### src/rtl/mul_seq_pkg.sv
// mul_seq_pkg: shared state encoding, counter-width helper and round-robin picker for mul_seq_arbiter
package mul_seq_pkg;
  typedef enum logic [1:0] {IDLE = 2'd0, RUN = 2'd1, DONE = 2'd2} state_e;
  function automatic int cnt_w(input int w);
    return (w > 1) ? $clog2(w) : 1;
  endfunction
  function automatic logic [15:0] rr_pick(input logic [15:0] valid, input logic [3:0] ptr, input int n);
    logic [15:0] g;
    logic found;
    logic [3:0] k;
    g = '0;
    found = 1'b0;
    for (int i = 0; i < 16; i++) begin
      k = 4'((int'(ptr) + i) % n);
      if (i < n && !found && valid[k]) begin
        g[k] = 1'b1;
        found = 1'b1;
      end
    end
    return g;
  endfunction
endpackage

### src/rtl/shift_add_mul_core.sv
// shift_add_mul_core: one partial product per step; ports clk/rst, load/step control, a_in/b_in operands, acc result, b_zero (b empty after this step), last_step (counter at W-1)
module shift_add_mul_core import mul_seq_pkg::*; #(
  parameter int W = 32
) (
  input  logic         clk,
  input  logic         rst,
  input  logic         load,
  input  logic         step,
  input  logic [W-1:0] a_in,
  input  logic [W-1:0] b_in,
  output logic [W-1:0] acc,
  output logic         b_zero,
  output logic         last_step
);
  localparam int CNT_W = cnt_w(W);
  logic [W-1:0] a_q, a_d, b_q, b_d, acc_q, acc_d;
  logic [CNT_W-1:0] cnt_q, cnt_d;
  always_comb begin
    a_d = load ? a_in : step ? a_q << 1 : a_q;
    b_d = load ? b_in : step ? b_q >> 1 : b_q;
    acc_d = load ? '0 : (step && b_q[0]) ? acc_q + a_q : acc_q;
    cnt_d = load ? '0 : step ? cnt_q + 1'b1 : cnt_q;
  end
  always_ff @(posedge clk or posedge rst) begin
    if (rst) begin
      a_q <= '0;
      b_q <= '0;
      acc_q <= '0;
      cnt_q <= '0;
    end else begin
      a_q <= a_d;
      b_q <= b_d;
      acc_q <= acc_d;
      cnt_q <= cnt_d;
    end
  end
  assign acc = acc_q;
  assign b_zero = ~|b_q[W-1:1];
  assign last_step = cnt_q == CNT_W'(W - 1);
endmodule

### src/rtl/mul_seq_arbiter.sv
// mul_seq_arbiter: round-robin shares one serial multiplier among N requesters (req_valid/req_ready/req_a/req_b in, rsp_valid/rsp_ready/rsp_result/rsp_id out, busy); MUL_EARLY_TERM_EN ends RUN once b is exhausted
module mul_seq_arbiter import mul_seq_pkg::*; #(
  parameter int N = 4,
  parameter int W = 32,
  localparam int IDW = $clog2(N)
) (
  input  logic           clk,
  input  logic           rst,
  input  logic [N-1:0]   req_valid,
  output logic [N-1:0]   req_ready,
  input  logic [N*W-1:0] req_a,
  input  logic [N*W-1:0] req_b,
  output logic           rsp_valid,
  input  logic           rsp_ready,
  output logic [W-1:0]   rsp_result,
  output logic [IDW-1:0] rsp_id,
  output logic           busy
);
  state_e state_q, state_d;
  logic [IDW-1:0] ptr_q, ptr_d, id_q, id_d, gidx;
  logic [W-1:0] result_q, result_d, acc, a_sel, b_sel;
  logic rsp_valid_q, rsp_valid_d, accept, step, run_exit, b_zero, last_step;
  logic [N-1:0] grant;
  shift_add_mul_core #(.W(W)) u_core (
    .clk(clk), .rst(rst), .load(accept), .step(step), .a_in(a_sel), .b_in(b_sel),
    .acc(acc), .b_zero(b_zero), .last_step(last_step)
  );
  always_comb begin
    grant = (state_q == IDLE && !rst) ? N'(rr_pick(16'(req_valid), 4'(ptr_q), N)) : '0;
    gidx = '0;
    a_sel = '0;
    b_sel = '0;
    for (int i = 0; i < N; i++) begin
      if (grant[i]) begin
        gidx = IDW'(i);
        a_sel = req_a[i*W +: W];
        b_sel = req_b[i*W +: W];
      end
    end
    accept = |grant;
    step = state_q == RUN;
`ifdef MUL_EARLY_TERM_EN
    run_exit = b_zero | last_step;
`else
    // b is always drained by the final count, so this reduces to last_step
    run_exit = b_zero & last_step;
`endif
    state_d = state_q;
    ptr_d = ptr_q;
    id_d = id_q;
    result_d = result_q;
    rsp_valid_d = rsp_valid_q;
    if (accept) begin
      state_d = RUN;
      id_d = gidx;
      ptr_d = (gidx == IDW'(N - 1)) ? '0 : gidx + 1'b1;
    end
    if (step && run_exit) state_d = DONE;
    // first DONE cycle captures the settled accumulator into the response register
    if (state_q == DONE && !rsp_valid_q) begin
      rsp_valid_d = 1'b1;
      result_d = acc;
    end
    if (rsp_valid_q && rsp_ready) begin
      rsp_valid_d = 1'b0;
      state_d = IDLE;
    end
  end
  always_ff @(posedge clk or posedge rst) begin
    if (rst) begin
      state_q <= IDLE;
      ptr_q <= '0;
      id_q <= '0;
      result_q <= '0;
      rsp_valid_q <= 1'b0;
    end else begin
      state_q <= state_d;
      ptr_q <= ptr_d;
      id_q <= id_d;
      result_q <= result_d;
      rsp_valid_q <= rsp_valid_d;
    end
  end
  assign req_ready = grant;
  assign rsp_valid = rsp_valid_q;
  assign rsp_result = result_q;
  assign rsp_id = id_q;
  assign busy = state_q != IDLE;
endmodule

### config.mk
export PLATFORM = sky130hd
export DESIGN_NAME = mul_seq_arbiter
export DESIGN_NICKNAME = d
export VERILOG_FILES = /design/src/rtl/mul_seq_pkg.sv /design/src/rtl/shift_add_mul_core.sv /design/src/rtl/mul_seq_arbiter.sv
export SDC_FILE = /design/constraint.sdc
export NUM_CORES = 1
export LEC_CHECK = 0
export ABC_AREA = 1
export CORE_AREA = 4 4 152 154
export DETAILED_ROUTE_END_ITERATION = 16
export DIE_AREA = 0 0 156 158
export PLACE_DENSITY = 0.95
export SLEW_MARGIN = 5
export SYNTH_ARGS = -nofsm -noshare
export SYNTH_HDL_FRONTEND = slang
export SYNTH_HIERARCHICAL = 1
export SYNTH_SLANG_ARGS = --single-unit
export TNS_END_PERCENT = 50
### constraint.sdc
create_clock -name clk -period 7.3 [get_ports clk]
set_input_delay 2.19 -clock clk [delete_from_list [all_inputs] [get_ports clk]]
set_output_delay 2.19 -clock clk [all_outputs]
set_load 0.01 [all_outputs]
==> results by group, run 1 <==
Critical path
  – Slowest stage delay, CP: 0.59 ns
  – CP Class: primary input to primary output
  – Type of origin of the critical path: primary input
  – Crit. End Element: primary output
  – CP most frequent cell: nand2_1
  – Worst EP required: 5.11 ns
  – Max FO, Critical Path: 7
  – WP data arrival: 4.42 ns
  – CP cell instances: clkdlybuf4s50_1 > inv_1 > nand2_1 > nand3_1 > nand2_1 > nand3_1 > nand2_1 > clkinv_1 > nand3_4 > nand2_4 > inv_2 > clkdlybuf4s50_1
  – Slowest CP cell: clkdlybuf4s50_1

STA
  – Setup ws final: 0.6868 ns
  – Worst-margin pin slew: between 1 and 1.5 ns
  – Fin. Hold Viols: 0
  – Total negative slack: 0 ns
  – Finish-stage setup viols: 0
  – Final Max Tran Viols: 0
  – Period utilisation layout: 0.9059
  – Final min period: 6.613 ns
  – RSZ-0062 raised after global routing: false
  – WHS: roughly 0.50 ns
  – Fmax: roughly 150 MHz
  – Final Skew: 0.01040 ns
  – Slew margin rel.: 0.1404

Floorplan
  – # IOs: between 300 and 400
  – Effective utilization at floorplan: 0.5416
  – Rows: 54
  – Die Footprint: roughly 25,000 um2
  – Die Height: 158 um
  – Core ar.: approximately 22,000 um2
  – Die Width: 156 um

Pwr
  – PwrDens: about 280 nW/um2
  – Worst VDD drop: 289.0 uV
  – P_leak: around 8.1 nW

Drt
  – Residual DRC: 0
  – Via-per-instance ratio: 5.411
  – WL/cell: approximately 17 um
  – M1 WL: 15.77 mm
  – DRT Pass-1 Iters: 6
  – Met2 Routed Length: 20.05 mm
  – DR vias: ~13,000
  – Drt first-iter violations: about 1,300
  – WL final: a little over 40 mm
  – Uppermost layer routed: met5
  – Antenna Nets Post-Route: 0
  – Met3 routed WL: 2.940 mm

Synthesis
  – Yosys top cell area share: 0.2983
  – Synth top area cells: dfrtp_1, nand2_1, inv_1, nand3_1, nor2_1
  – Post-synth top area cell: dfrtp_1
  – Post-Syn Instances: 1,791
  – Mapped Nets: around 2,100
  – Yosys warnings: 6
  – FFs w/ async S/R, synth: 1.000
  – #FFs+latches synth: between 100 and 150
  – Avg Cell Area, Syn: approximately 6.6 um2
  – Seq/Total Area, Yosys: 0.2983
  – EDFF count, synth: 0
  – Post-synth cell types: between 40 and 50
  – Most used DFF post-synth: dfrtp_1
  – Cell Area, Synth: 11,750 um2

Layout
  – Fillers: ~1,800
  – Register area: ~3500 um2
  – Layout cells sized above 1: 0.09884
  – Area of the multi-input gates: 6743 um2
  – Area delta synth->final: 30.41%
  – Net count, final: about 2,400
  – Cell area after layout: 15,320 um2
  – N_diodes: 0

Place
  – HPWL Detailed: around 32 mm
  – GPL Wtd Cong: between 0.9 and 1
  – DP Area: around 15,000 um2
  – Worst slack, placed: 0.7139 ns
  – # port buffers: around 300

Global routing
  – Total grt overflow: 0
  – Largest net degree at the start of global routing: 97
  – All-Layer GR Usage: 0.3281
  – Initial antenna violation count: 1
  – Vias in the first global route: 12,399
  – First-pass GRT wire length: around 64 mm

Clock tree
  – Clock Latency Late Sink: ~0.43 ns
  – CTS Hold Bufs: 0
  – H-tree Lvls: 4
  – Clock Pin Slew Worst Setup and Hold Paths: 0.06 ns
  – Max Root-Sink Buffers: 2
  – CTS tree: built
  – Total setup buffers inserted after CTS: 0
  – CTS Buf Count: 17
  – Clock Sinks: 140
  – Post_cts resized: 0
  – Root Driver: clkbuf_16

Flow run
  – Number of max-cap violations: 0

Hold path
  – Worst hold path type: flop to flop

Run status
  – Status: finished clean
-- metal layers --
| layer | vias up | global-route usage |
|---|---|---|
| met5 | - | 0 |
| met4 | 2 | 0.1313 |
| met3 | 116 | 0.06862 |
| met2 | 575 | 0.5738 |
| met1 | 5853 | 0.3953 |
| li1 | 6138 | - |
-- through the flow --
stage          std cells  power [mW]    util
6_report            2344       4.319  0.7063
4_1_cts             2344       4.304  0.7063
2_1_floorplan       1791       2.803       -
5_1_grt             2344       4.615  0.7063
3_3_place_gp        2314       3.387  0.6802
3_5_place_dp        2314       3.450  0.6802
-- cell usage after synthesis (8+ instances only) --
library cell / number
nand2_1: 648
inv_1: 242
nor2_1: 202
nand3_1: 159
dfrtp_1: 140
ha_1: 40
a21oi_1: 39
buf_2: 33
o221ai_2: 33
mux2_2: 32
inv_2: 23
nand2_2: 22
o21ai_1: 21
o221ai_1: 16
buf_6: 14
nor2_2: 14
clkbuf_1: 12
buf_4: 11
nand4_1: 10
nand2_4: 8
-- state kept, by name (all words and copies together) (netlist names) --
signal        flops
u_core/acc       32
state_q           2
u_core/cnt_q      5
rsp_valid         1
u_core/a_q       32
u_core/b_q       32
ptr_q             2
rsp_id            2
rsp_result       32
-- worst paths after layout --
kind,startpoint,to,slack (ns),depth (start not counted)
hold reg to reg,u_core/cnt_q[3]$_DFFE_PP0P_,u_core/cnt_q[3]$_DFFE_PP0P_,0.50,1
max in group asynchronous,rst,u_core/acc[7]$_DFFE_PP0P_,3.75,3
setup / recovery,req_valid[2],req_ready[2],0.69,12
hold / removal,u_core/cnt_q[3]$_DFFE_PP0P_,u_core/cnt_q[3]$_DFFE_PP0P_,0.50,1
setup reg to reg,ptr_q[0]$_DFFE_PP0P_,u_core/b_q[14]$_DFFE_PP0P_,2.67,17
min in group asynchronous,rst,u_core/b_q[31]$_DFFE_PP0P_,2.29,2
-- power breakdown --
group	internal [mW]	total [mW]	switching, mW
sequential	1.01	1.21	0.195
combinational	0.794	2.27	1.48
clock	0.508	0.841	0.333
-- critical path, delay by kind of cell --
kind	cells	cell delay, ns
buf+inv	5	1.48
simple gates	7	0.77
-- kinds of logic after synthesis --
logic type                 synth area share
DFF                                  0.2983
and+or+nand+nor                      0.3971
AOI/OAI and AO/OA                   0.09864
buffers and inverters                0.1288
muxes                               0.03068
xor gates and xnor gates           0.002237
adders and majority gates           0.04431
-- placed cells by master (no fill, tap or decap), types with 3 or more instances in the layout --
cell and count:
a21oi_1 39, a22oi_1 6, buf_4 15, clkbuf_16 17
clkdlybuf4s50_1 302, clkinv_2 4, clkinvlp_4 3, dfrtp_1 140
ha_1 40, inv_1 240, inv_2 24, mux2_2 32
nand2_1 648, nand2_2 21, nand2_4 9, nand3_1 159
nand3_2 6, nand3_4 4, nand4_1 10, nor2_1 201
nor2_2 14, nor2_4 6, nor3_2 3, nor4_1 6
o21ai_0 4, o21ai_1 21, o21bai_1 3, o221ai_1 16
o221ai_2 33, o22ai_1 6
-- layout make-up --
cell class,instances,area share
clock inverter,10,0.007760
inverter,270,0.06665
tap,280,0.02287
timing repair buffer,317,0.2047
sequential,140,0.2287
clock buffer,20,0.02916
multi-input combinational,1307,0.4402
Note: power is estimated with default switching activity, not from simulation.
==> run 2, diff against run 1 <==
Settings changed: PLACE_DENSITY 0.95 to 0.92.
==> run 2 against run 1 <==
- fmax up 1.1%
- largest cell class unchanged
- sequential share of layout area about the same
- non-clock buffer count down 1
- total power up 1.2%
- critical path depth unchanged
- highest routed layer unchanged
- cell area up 0.21%
- die area unchanged
- combinational power about the same
==> results by group, run 2 (same netlist as run 1, synthesis figures left out) <==
Place
  – # port buffers: 302 (unchanged)
  – HPWL Detailed: 32.73 mm (+2.5%)
  – GPL Wtd Cong: 1.035 (+4.5%)

Drt
  – WL/cell: 17.61 um (+1.7%)
  – DR vias: 12,832 (+1.2%)
  – WL final: 41.27 mm (+1.7%)
  – Residual DRC: 0 (unchanged)
  – Antenna Nets Post-Route: 0 (unchanged)
  – DRT Pass-1 Iters: 5 (-1)
  – Via-per-instance ratio: 5.474 (+1.2%)
  – Drt first-iter violations: 1,217 (-5.2%)

Critical path
  – Crit. End Element: primary output
  – Max FO, Critical Path: 7 (unchanged)
  – Worst EP required: 5.11 ns (about the same)
  – CP Class: primary input to primary output
  – WP data arrival: 4.35 ns (-0.07 ns)
  – Type of origin of the critical path: primary input

Floorplan
  – Effective utilization at floorplan: 0.5416 (unchanged)
  – Core ar.: 21,690 um2 (unchanged)
  – Die Height: 158 um (unchanged)
  – Rows: 54 (unchanged)
  – # IOs: 303 (unchanged)
  – Die Width: 156 um (unchanged)
  – Die Footprint: 24,650 um2 (unchanged)

Layout
  – Register area: 3503 um2 (unchanged)
  – Layout cells sized above 1: 0.09942 (+0.0005808)
  – Net count, final: 2,356 (-0.042%)
  – Fillers: 1,758 (-2.0%)
  – Commonest non-fill, non-tap cell in the layout: nand2_1
  – Area of the multi-input gates: 6748 um2 (about the same)
  – Commonest cells after routing, fill and taps aside: nand2_1, clkdlybuf4s50_1, inv_1, nor2_1, nand3_1
  – Area delta synth->final: 30.69%

STA
  – Fin. Hold Viols: 0 (unchanged)
  – Final min period: 6.540 ns (-0.07352 ns)
  – Fmax: 152.9 MHz (+1.1%)
  – Finish-stage setup viols: 0 (unchanged)
  – Final Max Tran Viols: 0 (unchanged)
  – Total negative slack: 0 ns (unchanged)
  – Worst-margin pin slew: 1.265 ns (-0.02270 ns)
  – Period utilisation layout: 0.8958 (-0.01007)
  – Final Skew: 0.007545 ns (-0.002853 ns)
  – Slew margin rel.: 0.1556 (+0.01516)
  – RSZ-0062 raised after global routing: false

Clock tree
  – Total setup buffers inserted after CTS: 0 (unchanged)
  – Max Root-Sink Buffers: 2 (unchanged)
  – Root Driver: clkbuf_16
  – Post_cts resized: 0 (unchanged)
  – CTS tree: built
  – Clock Pin Slew Worst Setup and Hold Paths: 0.05 ns (about the same)
  – CTS Hold Bufs: 0 (unchanged)
  – Clock Latency Late Sink: 0.43 ns (about the same)
  – Clock Sinks: 140 (unchanged)
  – H-tree Lvls: 4 (unchanged)
  – CTS Buf Count: 17 (unchanged)

Pwr
  – Worst VDD drop: 217.1 uV (-25%)
  – Pwr Total: 4.369 mW (+1.2%)
  – PwrDens: 284.6 nW/um2 (+0.94%)
  – P_leak: 8.079 nW (about the same)

Run status
  – Status: finished clean

Hold path
  – Worst hold path type: flop to flop

Global routing
  – First-pass GRT wire length: 63.87 mm (+0.23%)
  – All-Layer GR Usage: 0.3299 (+0.001795)
  – Largest net degree at the start of global routing: 73 (-25%)
  – Initial antenna violation count: 3 (+2)
  – Vias in the first global route: 12,432 (+0.27%)
  – Total grt overflow: 0 (unchanged)

Flow run
  – Number of max-cap violations: 0 (unchanged)
[run 2: where the power goes]
| group | internal, mW | switching (mW) | leakage (nW) |
|---|---|---|---|
| clock network | 0.550 | 0.334 | 0.279 |
| registers | 1.01 | 0.204 | 1.91 |
| logic | 0.791 | 1.48 | 5.89 |
[run 2: worst paths after layout]
path / end / slack (ns) / start / cells past startpoint
hold / removal: u_core/cnt_q[3]$_DFFE_PP0P_ / 0.47 / u_core/cnt_q[3]$_DFFE_PP0P_ / 1
hold reg to reg: u_core/cnt_q[3]$_DFFE_PP0P_ / 0.47 / u_core/cnt_q[3]$_DFFE_PP0P_ / 1
setup / recovery: req_ready[2] / 0.76 / req_valid[2] / 12
max in group asynchronous: u_core/acc[30]$_DFFE_PP0P_ / 3.76 / rst / 3
setup reg to reg: u_core/b_q[13]$_DFFE_PP0P_ / 2.22 / ptr_q[0]$_DFFE_PP0P_ / 18
min in group asynchronous: u_core/b_q[28]$_DFFE_PP0P_ / 2.19 / rst / 2
[run 2: metrics by stage]
stage / hold slack (ns) / instances / util / area [um2] / worst slack [ns]
finish: 0.4703 / 2344 / 0.7078 / 15350 / 0.7603
global route: 0.4951 / 2343 / 0.7077 / 15350 / 0.6342
CTS: 0.4680 / 2342 / 0.7076 / 15350 / 0.7717
detailed placement: 0.4607 / 2313 / 0.6801 / 14750 / 0.7808
global placement: 0.4494 / 2313 / 0.6801 / 14750 / 0.7850
floorplan: 0.4328 / 1791 / - / 11750 / 1.798
[run 2: cell type report]
cell class                      instances  area share
Multi-Input combinational cell       1307      0.4396
Antenna cell                            2   0.0003260
Timing Repair Buffer                  316      0.2038
Inverter                              270     0.06651
Clock buffer                           19     0.02951
Sequential cell                       140      0.2282
Tap cell                              280     0.02282
Clock inverter                         10    0.009292
[run 2: metal layers]
metal  vias up  GRT usage  part of all wire
met5         -          0           0.00044
met4         2     0.1463             0.044
met3       113    0.07572             0.082
met2       592     0.5826              0.50
met1      5977     0.3827              0.37
li1       6148          -                 -
[run 2: critical path, cell delays in order]
cell	delay (ns)
clkdlybuf4s50_1	0.54
inv_1	0.07
nand2_1	0.08
nand3_1	0.08
nand2_1	0.13
nand3_1	0.09
nand2_1	0.07
clkinv_1	0.11
nand3_4	0.14
nand2_4	0.12
inv_2	0.15
clkdlybuf4s50_1	0.56
